**src/rtl/multi_cycle_control_pkg.sv**
```systemverilog
// Shared encodings for the multi-cycle MIPS sequencer: opcodes, ALU op codes,
// mux select values and the FSM state encoding.
package multicycle_pkg;

    localparam logic [5:0] OP_RTYPE = 6'b000000;
    localparam logic [5:0] OP_LW    = 6'b100011;
    localparam logic [5:0] OP_SW    = 6'b101011;
    localparam logic [5:0] OP_ADDI  = 6'b001000;
    localparam logic [5:0] OP_ORI   = 6'b001101;
    localparam logic [5:0] OP_LUI   = 6'b001111;
    localparam logic [5:0] OP_BEQ   = 6'b000100;
    localparam logic [5:0] OP_BNE   = 6'b000101;
    localparam logic [5:0] OP_J     = 6'b000010;

    localparam logic [2:0] ALU_ADD   = 3'b100;
    localparam logic [2:0] ALU_SUB   = 3'b011;
    localparam logic [2:0] ALU_FUNCT = 3'b111;
    localparam logic [2:0] ALU_OR    = 3'b101;
    localparam logic [2:0] ALU_LUI   = 3'b110;

    localparam logic [1:0] SRC_B_REG    = 2'b00;
    localparam logic [1:0] SRC_B_FOUR   = 2'b01;
    localparam logic [1:0] SRC_B_IMM    = 2'b10;
    localparam logic [1:0] SRC_B_BRANCH = 2'b11;

    localparam logic [1:0] PC_SRC_ALU    = 2'b00;
    localparam logic [1:0] PC_SRC_ALUOUT = 2'b01;
    localparam logic [1:0] PC_SRC_JUMP   = 2'b10;

    typedef enum logic [3:0] {
        S_RST      = 4'd0,
        S_FETCH    = 4'd1,
        S_DECODE   = 4'd2,
        S_MEM_ADDR = 4'd3,
        S_MEM_RD   = 4'd4,
        S_MEM_WB   = 4'd5,
        S_MEM_WR   = 4'd6,
        S_EXEC_R   = 4'd7,
        S_WB_R     = 4'd8,
        S_EXEC_I   = 4'd9,
        S_WB_I     = 4'd10,
        S_BRANCH   = 4'd11,
        S_JUMP     = 4'd12,
        S_ILLEGAL  = 4'd13
    } state_t;

    // Instruction class dispatch taken when leaving DECODE.
    function automatic state_t decode_state(input logic [5:0] opcode);
        state_t result;
        case (opcode)
            OP_LW, OP_SW:            result = S_MEM_ADDR;
            OP_RTYPE:                result = S_EXEC_R;
            OP_ADDI, OP_ORI, OP_LUI: result = S_EXEC_I;
            OP_BEQ, OP_BNE:          result = S_BRANCH;
            OP_J:                    result = S_JUMP;
            default:                 result = S_ILLEGAL;
        endcase
        return result;
    endfunction

    function automatic logic [2:0] imm_alu_op(input logic [5:0] opcode);
        logic [2:0] result;
        case (opcode)
            OP_ORI:  result = ALU_OR;
            OP_LUI:  result = ALU_LUI;
            default: result = ALU_ADD;
        endcase
        return result;
    endfunction

endpackage

```
**src/rtl/multi_cycle_control_if.sv**
```systemverilog
// Control bundle between the sequencer (master) and the shared datapath (slave).
interface multi_cycle_control_if;
    logic [5:0] opcode_i;
    logic       zero_i;
    logic       mem_ready_i;
    logic       pc_write_o;
    logic       i_or_d_o;
    logic       mem_read_o;
    logic       mem_write_o;
    logic       ir_write_o;
    logic       reg_dst_o;
    logic       mem_to_reg_o;
    logic       reg_write_o;
    logic       alu_src_a_o;
    logic [1:0] alu_src_b_o;
    logic [2:0] alu_op_o;
    logic [1:0] pc_source_o;
    logic       illegal_o;
    logic       fault_o;
    logic [3:0] state_o;

    modport master (
        input  opcode_i, zero_i, mem_ready_i,
        output pc_write_o, i_or_d_o, mem_read_o, mem_write_o, ir_write_o,
               reg_dst_o, mem_to_reg_o, reg_write_o, alu_src_a_o, alu_src_b_o,
               alu_op_o, pc_source_o, illegal_o, fault_o, state_o
    );

    modport slave (
        output opcode_i, zero_i, mem_ready_i,
        input  pc_write_o, i_or_d_o, mem_read_o, mem_write_o, ir_write_o,
               reg_dst_o, mem_to_reg_o, reg_write_o, alu_src_a_o, alu_src_b_o,
               alu_op_o, pc_source_o, illegal_o, fault_o, state_o
    );
endinterface

```
**src/rtl/multi_cycle_control_mem_wait_timer.sv**
```systemverilog
// Counts memory wait cycles; expired is high once the count reaches MEM_WAIT_MAX.
module mem_wait_timer #(
    parameter int MEM_WAIT_MAX = 15
) (
    input  logic clk,
    input  logic reset,
    input  logic clear,
    input  logic count,
    output logic expired
);
    localparam int CW = $clog2(MEM_WAIT_MAX + 1);

    logic [CW-1:0] wait_count;

    always_ff @(posedge clk or posedge reset) begin
        if (reset) begin
            wait_count <= '0;
        end else if (clear) begin
            wait_count <= '0;
        end else if (count) begin
            wait_count <= wait_count + CW'(1);
        end
    end

    assign expired = (wait_count == CW'(MEM_WAIT_MAX));
endmodule

```
**src/rtl/multi_cycle_control.sv**
```systemverilog
// Main sequencing FSM of the multi-cycle MIPS core: one datapath step per state,
// with ready-handshaked memory accesses bounded by a wait timeout.
module multi_cycle_control
    import multicycle_pkg::*;
#(
    parameter int MEM_WAIT_MAX = 15
) (
    input logic                  clk,
    input logic                  reset,
    multi_cycle_control_if.master bus
);
    state_t state, next_state;
    logic   in_wait, waiting, expired, timeout;

    assign in_wait = (state == S_FETCH) || (state == S_MEM_RD) || (state == S_MEM_WR);
    assign waiting = in_wait && !bus.mem_ready_i;
    // Ready wins over expiry, so a timeout only fires on a cycle without ready.
    assign timeout = waiting && expired;

    mem_wait_timer #(.MEM_WAIT_MAX(MEM_WAIT_MAX)) u_timer (
        .clk     (clk),
        .reset   (reset),
        .clear   (!waiting || expired),
        .count   (waiting),
        .expired (expired)
    );

    always_ff @(posedge clk or posedge reset) begin
        if (reset) state <= S_RST;
        else       state <= next_state;
    end

    always_comb begin
        next_state       = state;
        bus.pc_write_o   = 1'b0;
        bus.i_or_d_o     = 1'b0;
        bus.mem_read_o   = 1'b0;
        bus.mem_write_o  = 1'b0;
        bus.ir_write_o   = 1'b0;
        bus.reg_dst_o    = 1'b0;
        bus.mem_to_reg_o = 1'b0;
        bus.reg_write_o  = 1'b0;
        bus.alu_src_a_o  = 1'b0;
        bus.alu_src_b_o  = SRC_B_REG;
        bus.alu_op_o     = 3'b000;
        bus.pc_source_o  = PC_SRC_ALU;
        bus.illegal_o    = 1'b0;
        bus.fault_o      = timeout;
        case (state)
            S_RST: next_state = S_FETCH;
            S_FETCH: begin
                bus.mem_read_o  = !timeout;
                bus.alu_src_b_o = SRC_B_FOUR;
                bus.alu_op_o    = ALU_ADD;
                if (bus.mem_ready_i) begin
                    bus.ir_write_o = 1'b1;
                    bus.pc_write_o = 1'b1;
                    next_state     = S_DECODE;
                end
            end
            S_DECODE: begin
                bus.alu_src_b_o = SRC_B_BRANCH;
                bus.alu_op_o    = ALU_ADD;
                next_state      = decode_state(bus.opcode_i);
            end
            S_MEM_ADDR: begin
                bus.alu_src_a_o = 1'b1;
                bus.alu_src_b_o = SRC_B_IMM;
                bus.alu_op_o    = ALU_ADD;
                next_state      = (bus.opcode_i == OP_LW) ? S_MEM_RD : S_MEM_WR;
            end
            S_MEM_RD: begin
                bus.i_or_d_o   = 1'b1;
                bus.mem_read_o = !timeout;
                if (bus.mem_ready_i) next_state = S_MEM_WB;
                else if (timeout)    next_state = S_FETCH;
            end
            S_MEM_WR: begin
                bus.i_or_d_o    = 1'b1;
                bus.mem_write_o = !timeout;
                if (bus.mem_ready_i || timeout) next_state = S_FETCH;
            end
            S_MEM_WB: begin
                bus.mem_to_reg_o = 1'b1;
                bus.reg_write_o  = 1'b1;
                next_state       = S_FETCH;
            end
            S_EXEC_R: begin
                bus.alu_src_a_o = 1'b1;
                bus.alu_op_o    = ALU_FUNCT;
                next_state      = S_WB_R;
            end
            S_WB_R: begin
                bus.reg_dst_o   = 1'b1;
                bus.reg_write_o = 1'b1;
                next_state      = S_FETCH;
            end
            S_EXEC_I: begin
                bus.alu_src_a_o = 1'b1;
                bus.alu_src_b_o = SRC_B_IMM;
                bus.alu_op_o    = imm_alu_op(bus.opcode_i);
                next_state      = S_WB_I;
            end
            S_WB_I: begin
                bus.reg_write_o = 1'b1;
                next_state      = S_FETCH;
            end
            S_BRANCH: begin
                bus.alu_src_a_o = 1'b1;
                bus.alu_op_o    = ALU_SUB;
                bus.pc_source_o = PC_SRC_ALUOUT;
                bus.pc_write_o  = (bus.opcode_i == OP_BNE) ? !bus.zero_i : bus.zero_i;
                next_state      = S_FETCH;
            end
            S_JUMP: begin
                bus.pc_source_o = PC_SRC_JUMP;
                bus.pc_write_o  = 1'b1;
                next_state      = S_FETCH;
            end
            S_ILLEGAL: begin
                bus.illegal_o = 1'b1;
                next_state    = S_FETCH;
            end
            default: next_state = S_FETCH;
        endcase
    end

    assign bus.state_o = state;
endmodule

```
**src/flat_wrapper.sv**
```systemverilog
// flat-port wrapper written by rule: the top's interface ports become plain ports
module multi_cycle_control_flat import multicycle_pkg::*;
#(
    parameter int MEM_WAIT_MAX = 15
)
  (clk, reset, bus_opcode_i, bus_zero_i, bus_mem_ready_i, bus_pc_write_o, bus_i_or_d_o, bus_mem_read_o, bus_mem_write_o, bus_ir_write_o, bus_reg_dst_o, bus_mem_to_reg_o, bus_reg_write_o, bus_alu_src_a_o, bus_alu_src_b_o, bus_alu_op_o, bus_pc_source_o, bus_illegal_o, bus_fault_o, bus_state_o);
  multi_cycle_control_if bus_i ();
  input logic clk;
  input logic reset;
  input wire logic [$bits(bus_i.opcode_i)-1:0] bus_opcode_i;
  input wire logic [$bits(bus_i.zero_i)-1:0] bus_zero_i;
  input wire logic [$bits(bus_i.mem_ready_i)-1:0] bus_mem_ready_i;
  output wire logic [$bits(bus_i.pc_write_o)-1:0] bus_pc_write_o;
  output wire logic [$bits(bus_i.i_or_d_o)-1:0] bus_i_or_d_o;
  output wire logic [$bits(bus_i.mem_read_o)-1:0] bus_mem_read_o;
  output wire logic [$bits(bus_i.mem_write_o)-1:0] bus_mem_write_o;
  output wire logic [$bits(bus_i.ir_write_o)-1:0] bus_ir_write_o;
  output wire logic [$bits(bus_i.reg_dst_o)-1:0] bus_reg_dst_o;
  output wire logic [$bits(bus_i.mem_to_reg_o)-1:0] bus_mem_to_reg_o;
  output wire logic [$bits(bus_i.reg_write_o)-1:0] bus_reg_write_o;
  output wire logic [$bits(bus_i.alu_src_a_o)-1:0] bus_alu_src_a_o;
  output wire logic [$bits(bus_i.alu_src_b_o)-1:0] bus_alu_src_b_o;
  output wire logic [$bits(bus_i.alu_op_o)-1:0] bus_alu_op_o;
  output wire logic [$bits(bus_i.pc_source_o)-1:0] bus_pc_source_o;
  output wire logic [$bits(bus_i.illegal_o)-1:0] bus_illegal_o;
  output wire logic [$bits(bus_i.fault_o)-1:0] bus_fault_o;
  output wire logic [$bits(bus_i.state_o)-1:0] bus_state_o;
  assign bus_i.opcode_i = bus_opcode_i;
  assign bus_i.zero_i = bus_zero_i;
  assign bus_i.mem_ready_i = bus_mem_ready_i;
  assign bus_pc_write_o = bus_i.pc_write_o;
  assign bus_i_or_d_o = bus_i.i_or_d_o;
  assign bus_mem_read_o = bus_i.mem_read_o;
  assign bus_mem_write_o = bus_i.mem_write_o;
  assign bus_ir_write_o = bus_i.ir_write_o;
  assign bus_reg_dst_o = bus_i.reg_dst_o;
  assign bus_mem_to_reg_o = bus_i.mem_to_reg_o;
  assign bus_reg_write_o = bus_i.reg_write_o;
  assign bus_alu_src_a_o = bus_i.alu_src_a_o;
  assign bus_alu_src_b_o = bus_i.alu_src_b_o;
  assign bus_alu_op_o = bus_i.alu_op_o;
  assign bus_pc_source_o = bus_i.pc_source_o;
  assign bus_illegal_o = bus_i.illegal_o;
  assign bus_fault_o = bus_i.fault_o;
  assign bus_state_o = bus_i.state_o;
  multi_cycle_control #(.MEM_WAIT_MAX(MEM_WAIT_MAX)) u_core (.clk(clk), .reset(reset), .bus(bus_i));
endmodule
```
**config.mk**
```make
export PLATFORM = sky130hd
export DESIGN_NAME = multi_cycle_control_flat
export DESIGN_NICKNAME = d
export VERILOG_FILES = /design/src/rtl/multi_cycle_control_pkg.sv /design/src/rtl/multi_cycle_control_if.sv /design/src/rtl/multi_cycle_control_mem_wait_timer.sv /design/src/rtl/multi_cycle_control.sv /design/src/flat_wrapper.sv
export SDC_FILE = /design/constraint.sdc
export NUM_CORES = 1
export LEC_CHECK = 0
export CORE_AREA = 2 2 51 48
export CTS_CLUSTER_SIZE = 25
export DETAILED_ROUTE_END_ITERATION = 7
export DIE_AREA = 0 0 53 50
export PLACE_DENSITY = 0.81
export SYNTH_ARGS = -nofsm -noshare
export SYNTH_HDL_FRONTEND = slang
export SYNTH_HIERARCHICAL = 1
export SYNTH_SLANG_ARGS = --single-unit
```
**constraint.sdc**
```tcl
create_clock -name clk -period 2.5 [get_ports clk]
set_clock_uncertainty 0.15 [all_clocks]
set_input_delay 0.5 -clock clk [delete_from_list [all_inputs] [get_ports clk]]
set_output_delay 0.5 -clock clk [all_outputs]
set_load 0.01 [all_outputs]
```
==> results of run 1 <==
-- Yosys cell counts (2+ instances only) --
master / instances / area share [%]
a211o_1: 2 / 1.9
a21oi_1: 4 / 2.2
a41oi_1: 2 / 1.9
and2_1: 2 / 1.4
and3_1: 2 / 1.4
buf_2: 3 / 1.7
buf_4: 3 / 2.5
clkbuf_1: 2 / 0.83
dfrtp_1: 8 / 22
inv_1: 7 / 2.9
nand2_1: 5 / 2.1
nand2b_1: 5 / 3.5
nand3_1: 2 / 1.1
nand4_1: 2 / 1.4
nor2_1: 11 / 4.6
nor2b_1: 6 / 4.2
nor3_1: 6 / 3.3
nor3b_1: 2 / 1.7
nor4_1: 3 / 2.1
o211ai_1: 2 / 1.7
o21a_1: 2 / 1.7
o21ai_0: 7 / 3.9
o22ai_1: 2 / 1.4
xnor2_1: 3 / 2.9
-- power breakdown --
group / total [mW] / leakage, nW / switching, mW / internal, mW
Clock: 0.0968 / 0.0138 / 0.0420 / 0.0548
Sequential: 0.197 / 0.102 / 0.0354 / 0.162
Combinational: 1.01 / 0.584 / 0.482 / 0.529
Total: 1.30 / 0.700 / 0.559 / 0.746
-- repair_timing --
| item | CTS | global route |
|---|---|---|
| buffers inserted | 6 | 7 |
| pin swaps | 4 | 5 |
| gates resized for setup | 23 | 12 |
| endpoints found under the setup margin | 8 | 9 |
-- cells by family after synthesis --
logic type	Yosys count	synth area share [%]
AOI/OAI and AO/OA	36	29.2
xor gates and xnor gates	3	2.92
muxes	2	2.78
buffers and inverters	17	9.72
adders and majority gates	1	1.39
DFF	8	22.2
and+or+nand+nor	51	31.8
-- cell type report --
class | count | area share, %
sequential | 8 | 13.8
clock buffer | 3 | 1.53
timing repair buffer | 61 | 36.3
tap | 27 | 2.29
inverter | 7 | 1.78
multi-input combinational | 93 | 44.4
-- per-layer routing --
| metal | track usage (%) | share of wire, % |
|---|---|---|
| met1 | 30.2 | 41 |
| met5 | 0 | 0 |
| met4 | 7.26 | 2.8 |
| met3 | 1.82 | 4.9 |
| met2 | 40.0 | 51 |
-- state kept, by name (all words and copies together) (netlist names) --
name / cells
u_core/bus.state_o: 4
u_core/u_timer/wait_count: 4
-- worst max-delay path by stage --
stage                                             start         endpoint  slack, ns  depth (start not counted)
2_1_floorplan         u_core/bus.state_o[3]$_DFFE_PP0P_   bus_mem_read_o       0.37                          4
3_3_place_gp                            bus_opcode_i[3]   bus_pc_write_o      -0.29                          6
3_5_place_dp                            bus_opcode_i[3]   bus_pc_write_o      -0.32                          6
4_1_cts        u_core/u_timer/wait_count[1]$_DFFE_PP0P_   bus_mem_read_o      0.005                          6
5_1_grt               u_core/bus.state_o[0]$_DFFE_PP0P_  bus_reg_write_o     -0.006                          5
6_report                                bus_opcode_i[1]   bus_pc_write_o       0.06                          6
-- metrics by stage --
stage               hold slack, ns  worst slack [ns]  std cells
finish                       0.326            0.0596        199
global route                 0.339          -0.00645        199
CTS                          0.318           0.00499        192
detailed placement           0.421            -0.325        183
global placement             0.392            -0.293        183
floorplan                    0.116             0.374        118
==> run_results.csv, run 1 <==
group,metric,value,unit
critical_path,r2r_setup_slack,0.53,ns
cts,htree_levels,1,
floorplan,initial_core_util,42.9,%
floorplan,die_w,53,um
timing,max-slew-margin-rel,75.1,%
layout,final_common_cell,"buf_4",
yosys,ys.flop_type,"dfrtp_1",
critical_path,cp_num_buf_inv,2,
layout,postLayoutCoreUtil,70.1,%
yosys,yosys_warnings,6,
cts,cts_tree,"built",
critical_path,start_kind,"input port",
critical_path,path_delay_family,"buffers and inverters",
grt,grt_first_pass_wirelength,4620,um
critical_path,worst_setup_path_end_kind,"output port",
timing,final-max-slew-violation-count,0,
drt,drc,0,
cts,cts_hold_buffers,0,
critical_path,cp.arrival,1.79,ns
layout,layout.nets,185,
drt,dr_total_vias,1123,
yosys,synth_seq_cells,8,
critical_path,path_cells,"clkdlybuf4s50_1 > nor2_2 > nand4_1 > xnor2_1 > a211o_1 > buf_2",
cts,cts_buffers,3,
cts,clk_latency,0.25,ns
cts,clk_pin_slew,0.05,ns
drt,totalWireLength,2900,um
layout,final_cell_mix,"buf_4, clkdlybuf4s50_1, nor2_1",
yosys,synth-edff-count,0,
floorplan,io_pins,32,
drt,ant_nets,0,
critical_path,r2r-end,"u_core/u_timer/wait_count[3]$_DFFE_PP0P_",
timing,finalSetupTns,0,ns
critical_path,r2r-start,"u_core/bus.state_o[0]$_DFFE_PP0P_",
power_and_ir_drop,p_per_area,886,nW/um2
yosys,yosysUniqueCellTypes,49,
floorplan,rows,16,
grt,antenna_found_initial,0,
timing,setup_viol,0,
job,maxCapViolCount,0,
critical_path,crit_type,"input port to output port",
yosys,ys_seq_area_share,22.2,%
yosys,synthArstFlopShare,100,%
placed_design,place_congestion,0.807,
layout,regArea,203,um2
worst_hold_path,hold_path_class,"input port to async pin",
critical_path,worstRegToRegCells,6,
drt,drt-initial-drc-count,31,
cts,cts_sinks,8,
power_and_ir_drop,leakage,0.700,nW
placed_design,dp_hpwl,1950,um
drt,vias_per_cell,5.64,
layout,num_antenna_cells,0,
power_and_ir_drop,finalPower,1.30,mW
layout,multiInputGateArea,653,um2
critical_path,cp_max_fo,2,
yosys,synth_area_per_cell,7.63,um2
drt,first_pass_iters,4,
power_and_ir_drop,ir_drop,605,uV
cts,clockBufferDepth,2,
layout,finalInstanceArea,1470,um2
timing,fmax,410,MHz
placed_design,placedInstanceArea,1310,um2
layout,synthToLayoutAreaGrowth,63.5,%
critical_path,required,1.85,ns
grt,grt_max_degree,17,
timing,fin_crit_sh,97.6,%
timing,layout_min_cycle_time,2.44,ns
yosys,synth_area,901,um2
critical_path,critical-path-max-stage-delay,0.43,ns
floorplan,dieHeight,50,um
critical_path,slowest_stage,"clkdlybuf4s50_1",
grt,grt_use_total,23.2,%
yosys,synth_nets,129,
floorplan,die_area,2650,um2
drt,avgRoutedWirePerCell,14.6,um
grt,gr-total-overflow,0,
run_status,outcome,"finished clean",
placed_design,io_buffers,31,
layout,final_layout_size_suffix_gt1_share,32.0,%
cts,cts-root-buf,"clkbuf_4",
layout,fillers,163,
timing,worst_slew_pin_slew,0.370,ns
grt,first_global_vias,1023,
yosys,synth_cells,118,
timing,hold_viol,0,
floorplan,core_area,2100,um2
(Power assumes the default switching activity.)
==> run 2: changes to the inputs <==
--- a/config.mk
+++ b/config.mk
@@ -5,11 +5,11 @@
 export SDC_FILE = /design/constraint.sdc
 export NUM_CORES = 1
 export LEC_CHECK = 0
-export CORE_AREA = 2 2 51 48
+export CORE_AREA = 2 2 54 51
 export CTS_CLUSTER_SIZE = 25
 export DETAILED_ROUTE_END_ITERATION = 7
-export DIE_AREA = 0 0 53 50
-export PLACE_DENSITY = 0.81
+export DIE_AREA = 0 0 56 53
+export PLACE_DENSITY = 0.76
 export SYNTH_ARGS = -nofsm -noshare
 export SYNTH_HDL_FRONTEND = slang
 export SYNTH_HIERARCHICAL = 1
==> constraint.sdc (replaced) <==
create_clock -name clk -period 2.1 [get_ports clk]
set_clock_uncertainty 0.15 [all_clocks]
set_input_delay 0.42 -clock clk [delete_from_list [all_inputs] [get_ports clk]]
set_output_delay 0.42 -clock clk [all_outputs]
set_load 0.01 [all_outputs]
==> run_results.csv, run 2 (same netlist as run 1, synthesis figures left out) <==
group,metric,value,unit
run_status,outcome,"complete, but fails checks",
run_status,violations,"negative setup slack",
floorplan,initial_core_util,37.8,%
grt,grt_max_degree,16,
cts,htree_levels,1,
timing,fin_crit_sh,101,%
floorplan,dieHeight,53,um
timing,setup_viol,2,
cts,clk_pin_slew,0.06,ns
layout,layout.nets,212,
layout,final_layout_size_suffix_gt1_share,51.8,%
layout,final_common_cell,"buf_4",
cts,cts_tree,"built",
drt,drc,0,
cts,clk_latency,0.25,ns
drt,avgRoutedWirePerCell,16.2,um
drt,first_pass_iters,4,
timing,hold_viol,0,
layout,multiInputGateArea,709,um2
timing,setup_slack,-0.0214,ns
placed_design,preCtsSetupSlack,-0.586,ns
power_and_ir_drop,ir_drop,743,uV
placed_design,place_congestion,0.811,
drt,drt-initial-drc-count,48,
layout,num_antenna_cells,0,
worst_hold_path,hold_path_class,"input port to async pin",
grt,first_global_vias,1240,
cts,cts-root-buf,"clkbuf_4",
timing,layout_min_cycle_time,2.12,ns
floorplan,io_pins,32,
timing,rsz0062_at_grt,"true",
timing,fmax,471,MHz
power_and_ir_drop,finalPower,1.82,mW
placed_design,dp_hpwl,2290,um
power_and_ir_drop,p_per_area,1070,nW/um2
critical_path,start_kind,"flop",
timing,worst_slew_pin_slew,0.344,ns
grt,grt_use_total,24.8,%
critical_path,cp_max_fo,2,
job,maxCapViolCount,0,
layout,postLayoutCoreUtil,71.4,%
floorplan,die_area,2970,um2
critical_path,worst_setup_path_end_kind,"output port",
cts,cts_buffers,3,
layout,fillers,194,
timing,holdWs,0.224,ns
floorplan,rows,17,
power_and_ir_drop,leakage,0.850,nW
timing,max-slew-margin-rel,76.9,%
layout,regArea,203,um2
drt,vias_per_cell,5.75,
cts,cts_hold_buffers,0,
placed_design,io_buffers,31,
grt,grt_first_pass_wirelength,5730,um
drt,dr_total_vias,1306,
drt,ant_nets,0,
layout,synthToLayoutAreaGrowth,88.9,%
cts,clockBufferDepth,2,
critical_path,crit_type,"flop to output port",
grt,gr-total-overflow,0,
drt,totalWireLength,3690,um
cts,cts_sinks,8,
floorplan,die_w,56,um
timing,final-max-slew-violation-count,0,
timing,finalSetupTns,-0.0366,ns
grt,antenna_found_initial,0,
floorplan,core_area,2380,um2
critical_path,cp.arrival,1.55,ns
critical_path,required,1.53,ns
layout,final_cell_mix,"buf_4, dlygate4sd2_1, nor2_1",
-- run 2: cell types whose count changed in the layout (fill, tap and decap cells not counted), moves of 3 or more --
cell	previous run	this run
buf_2	1	7
dlygate4sd2_1	5	10
buf_6	2	6
clkdlybuf4s50_1	18	4
nor2b_1	5	2
dlymetal6s2s_1	5	2
clkbuf_2	2	5
buf_4	28	52
-- run 2: path summary, 6_finish.rpt --
kind                       slack, ns                                     start  cells after the start                                       end
min reg2reg                     0.53  u_core/u_timer/wait_count[0]$_DFFE_PP0P_                      3  u_core/u_timer/wait_count[0]$_DFFE_PP0P_
max in group asynchronous       1.39                                     reset                      2         u_core/bus.state_o[2]$_DFFE_PP0P_
max                            -0.02  u_core/u_timer/wait_count[1]$_DFFE_PP0P_                      6                               bus_fault_o
max reg2reg                     0.07         u_core/bus.state_o[2]$_DFFE_PP0P_                      7  u_core/u_timer/wait_count[3]$_DFFE_PP0P_
min in group clk                0.53  u_core/u_timer/wait_count[0]$_DFFE_PP0P_                      3  u_core/u_timer/wait_count[0]$_DFFE_PP0P_
min                             0.22                                     reset                      2  u_core/u_timer/wait_count[1]$_DFFE_PP0P_
-- run 2: where the power goes --
group | total [mW] | leakage, nW | internal (mW) | switching, mW
Combinational | 1.47 | 0.734 | 0.772 | 0.697
Sequential | 0.235 | 0.102 | 0.193 | 0.0424
Clock | 0.121 | 0.0138 | 0.0656 | 0.0557
-- run 2: layout make-up --
| class | instances | area share, % |
|---|---|---|
| Timing Repair Buffer | 88 | 41.5 |
| Tap cell | 28 | 2.06 |
| Clock buffer | 3 | 1.32 |
| Inverter | 7 | 1.54 |
| Multi-Input combinational cell | 93 | 41.7 |
| Sequential cell | 8 | 11.9 |
-- run 2: worst max-delay path, cell delays in order, from the launching register on --
cell and delay, ns:
dfrtp_1 0.38, ha_2 0.20, and3_4 0.20, inv_2 0.05
nor4_4 0.22, buf_4 0.15, buf_6 0.09
-- run 2: routing by layer --
metal  GRT usage, %  wire length (um)  part of all wire (%)
met1           30.2              1450                    39
met2           44.5              1860                    50
met3           2.44               271                   7.3
met4           11.5               108                   2.9
met5              0                 0                     0
-- run 2: what timing repair did --
item                                    in CTS  in global routing
endpoints found under the setup margin      20                 17
gates resized for setup                     64                 33
setup buffers                               16                  6
pin swaps                                    9                  7
-- run 2: per-stage QoR --
step,cell area (um2),instances
after floorplan,901,118
after global placement,1450,202
after detailed placement,1450,202
after CTS,1600,221
after global routing,1700,227
final,1700,227
==> run 3: changes to the inputs <==
--- a/config.mk
+++ b/config.mk
@@ -5,12 +5,11 @@
 export SDC_FILE = /design/constraint.sdc
 export NUM_CORES = 1
 export LEC_CHECK = 0
-export CORE_AREA = 2 2 54 51
+export CORE_AREA = 2 2 51 49
 export CTS_CLUSTER_SIZE = 25
 export DETAILED_ROUTE_END_ITERATION = 7
-export DIE_AREA = 0 0 56 53
+export DIE_AREA = 0 0 53 51
 export PLACE_DENSITY = 0.76
 export SYNTH_ARGS = -nofsm -noshare
 export SYNTH_HDL_FRONTEND = slang
-export SYNTH_HIERARCHICAL = 1
 export SYNTH_SLANG_ARGS = --single-unit
==> run_results.csv, run 3 <==
group,metric,value,unit
critical_path,cp_max_fo,2,
critical_path,critical-path-max-stage-delay,0.39,ns
cts,htree_levels,1,
grt,first_global_vias,1111,
grt,grt_max_degree,23,
critical_path,crit_type,"flop to output port",
placed_design,place_congestion,0.844,
floorplan,die_w,53,um
yosys,synth_nets,120,
critical_path,worst_setup_path_end_kind,"output port",
layout,postLayoutCoreUtil,69.9,%
worst_hold_path,hold_path_class,"input port to async pin",
cts,cts_sinks,8,
layout,final_cell_mix,"buf_4, nor2_1, clkbuf_2, buf_2, dfrtp_1",
cts,clk_latency,0.25,ns
power_and_ir_drop,leakage,0.745,nW
yosys,ys.flop_type,"dfrtp_1",
yosys,synth_cells,109,
cts,clockBufferDepth,2,
timing,hold_viol,0,
timing,rsz0062_at_grt,"true",
yosys,yosysTopAreaCellShare,25.6,%
timing,worst_slew_pin_slew,0.322,ns
layout,finalNonFillerCells,211,
yosys,yosysUniqueCellTypes,38,
timing,final-max-slew-violation-count,0,
yosys,synthArstFlopShare,100,%
grt,grt_first_pass_wirelength,4700,um
yosys,synth_top_cell_by_area,"dfrtp_1",
drt,vias_per_cell,5.39,
drt,first_pass_iters,4,
floorplan,rows,17,
drt,drt-initial-drc-count,21,
layout,final_layout_size_suffix_gt1_share,48.6,%
placed_design,dp.cells,193,
drt,totalWireLength,3160,um
placed_design,io_buffers,31,
floorplan,io_pins,32,
critical_path,cp.arrival,1.73,ns
layout,final_common_cell,"buf_4",
run_status,outcome,"complete, but fails checks",
timing,layout_min_cycle_time,2.30,ns
drt,drc,0,
floorplan,die_area,2700,um2
timing,holdWs,0.258,ns
job,maxCapViolCount,0,
critical_path,path_cells,"or3b_1 > a211o_1 > nor2_4 > buf_6 > nor2_4 > buf_6",
yosys,ys_top_cells_by_area,"dfrtp_1, nor2_1, nand2b_1, a21oi_1, nor3_1",
power_and_ir_drop,p_per_area,1220,nW/um2
grt,antenna_found_initial,0,
drt,avgRoutedWirePerCell,15.0,um
critical_path,slowest_stage,"dfrtp_1",
cts,cts_buffers,3,
timing,finalSetupTns,-0.472,ns
timing,setup_slack,-0.199,ns
timing,setup_viol,3,
floorplan,core_area,2230,um2
grt,grt_use_total,23.1,%
placed_design,dp_hpwl,2030,um
floorplan,dieHeight,51,um
cts,cts_tree,"built",
yosys,synth_area_per_cell,7.17,um2
floorplan,initial_core_util,35.0,%
yosys,synth-edff-count,0,
timing,fin_crit_sh,109,%
grt,gr-total-overflow,0,
timing,max-slew-margin-rel,78.4,%
drt,dr_total_vias,1137,
layout,num_antenna_cells,0,
critical_path,required,1.53,ns
yosys,synth_seq_cells,8,
yosys,synth_area,782,um2
drt,ant_nets,0,
run_status,violations,"negative setup slack",
layout,synthToLayoutAreaGrowth,99.7,%
cts,clk_pin_slew,0.05,ns
timing,fmax,435,MHz
yosys,synth_most_common_cell,"nor2_1",
critical_path,start_kind,"flop",
yosys,synth_commonest_cells,"nor2_1, dfrtp_1, nand2b_1",
yosys,yosys_warnings,0,
yosys,ys_seq_area_share,25.6,%
layout,layout.nets,196,
placed_design,preCtsSetupSlack,-0.664,ns
cts,cts-root-buf,"clkbuf_4",
power_and_ir_drop,ir_drop,1030,uV
[run 3: cell types whose count changed after synthesis, sizes merged, moves of 2 or more]
cell and delta:
nand3 +3, buf -4, o21a -2, and2 -2, o22ai +2, a21oi +2, a41oi -2, nor4 -2
nor2b -3, inv -3, nor2 +10, and3b -2, nand2b +4
[run 3: kinds of logic after synthesis]
group	synth area share [%]
simple gates	41.3
compound gates	22.4
buf+inv	4.64
flops	25.6
xor+xnor	4.48
fa+ha+maj	1.60
[run 3: cell type report]
| cell class | count | area (um2) |
|---|---|---|
| timing repair buffer | 76 | 623 |
| sequential | 8 | 200 |
| tap | 28 | 35.0 |
| clock buffer | 3 | 22.5 |
| inverter | 4 | 17.5 |
| fill | 180 | 672 |
| multi-input combinational | 92 | 663 |
[run 3: metrics by stage]
| stage | power (mW) | instance area [um2] |
|---|---|---|
| after floorplan | 0.851 | 783 |
| after global placement | 1.49 | 1350 |
| after detailed placement | 1.52 | 1350 |
| after CTS | 1.63 | 1430 |
| after global routing | 2.04 | 1560 |
| final | 1.90 | 1560 |
[run 3: routing by layer]
metal  track usage, %  vias up  wire, um
met4             12.8        0        55
met3             2.63        6       134
met1             27.4      548      1250
met5                0        -         0
li1                 -      544         -
met2             39.6       39      1710
[run 3: critical path: cells and delay by family, from the launching register on]
kind	cells	cell delay, ns
AO/OA/AOI/OAI	1	0.34
AND/OR/NAND/NOR	3	0.51
flip-flops	1	0.39
buffers and inverters	2	0.23
[run 3: path summary, 6_finish.rpt]
| check | from | endpoint | slack, ns | cells after the start |
|---|---|---|---|---|
| worst max-delay path | u_core.bus.state_o[2]$_DFFE_PP0P_ | bus_mem_write_o | -0.20 | 6 |
| worst min-delay path | reset | u_core.u_timer.wait_count[0]$_DFFE_PP0P_ | 0.26 | 2 |
| worst max register to register | u_core.bus.state_o[3]$_DFFE_PP0P_ | u_core.bus.state_o[0]$_DFFE_PP0P_ | 0.06 | 7 |
| worst min register to register | u_core.u_timer.wait_count[0]$_DFFE_PP0P_ | u_core.u_timer.wait_count[0]$_DFFE_PP0P_ | 0.38 | 2 |
| max in group asynchronous | reset | u_core.u_timer.wait_count[2]$_DFFE_PP0P_ | 1.32 | 2 |
| min in group clk | u_core.u_timer.wait_count[0]$_DFFE_PP0P_ | u_core.u_timer.wait_count[0]$_DFFE_PP0P_ | 0.38 | 2 |
[run 3: report_power, final]
group          total, mW  switching, mW  leakage, nW  internal (mW)
registers          0.241         0.0393        0.106          0.202
logic               1.55          0.754        0.626          0.793
clock network      0.116         0.0506       0.0138         0.0653
[run 3: repair_timing]
action	in CTS	in global routing
setup buffers	11	4
setup endpoints to repair	18	18
hold buffers	0	0
resized for setup	65	51
pin swaps	10	9
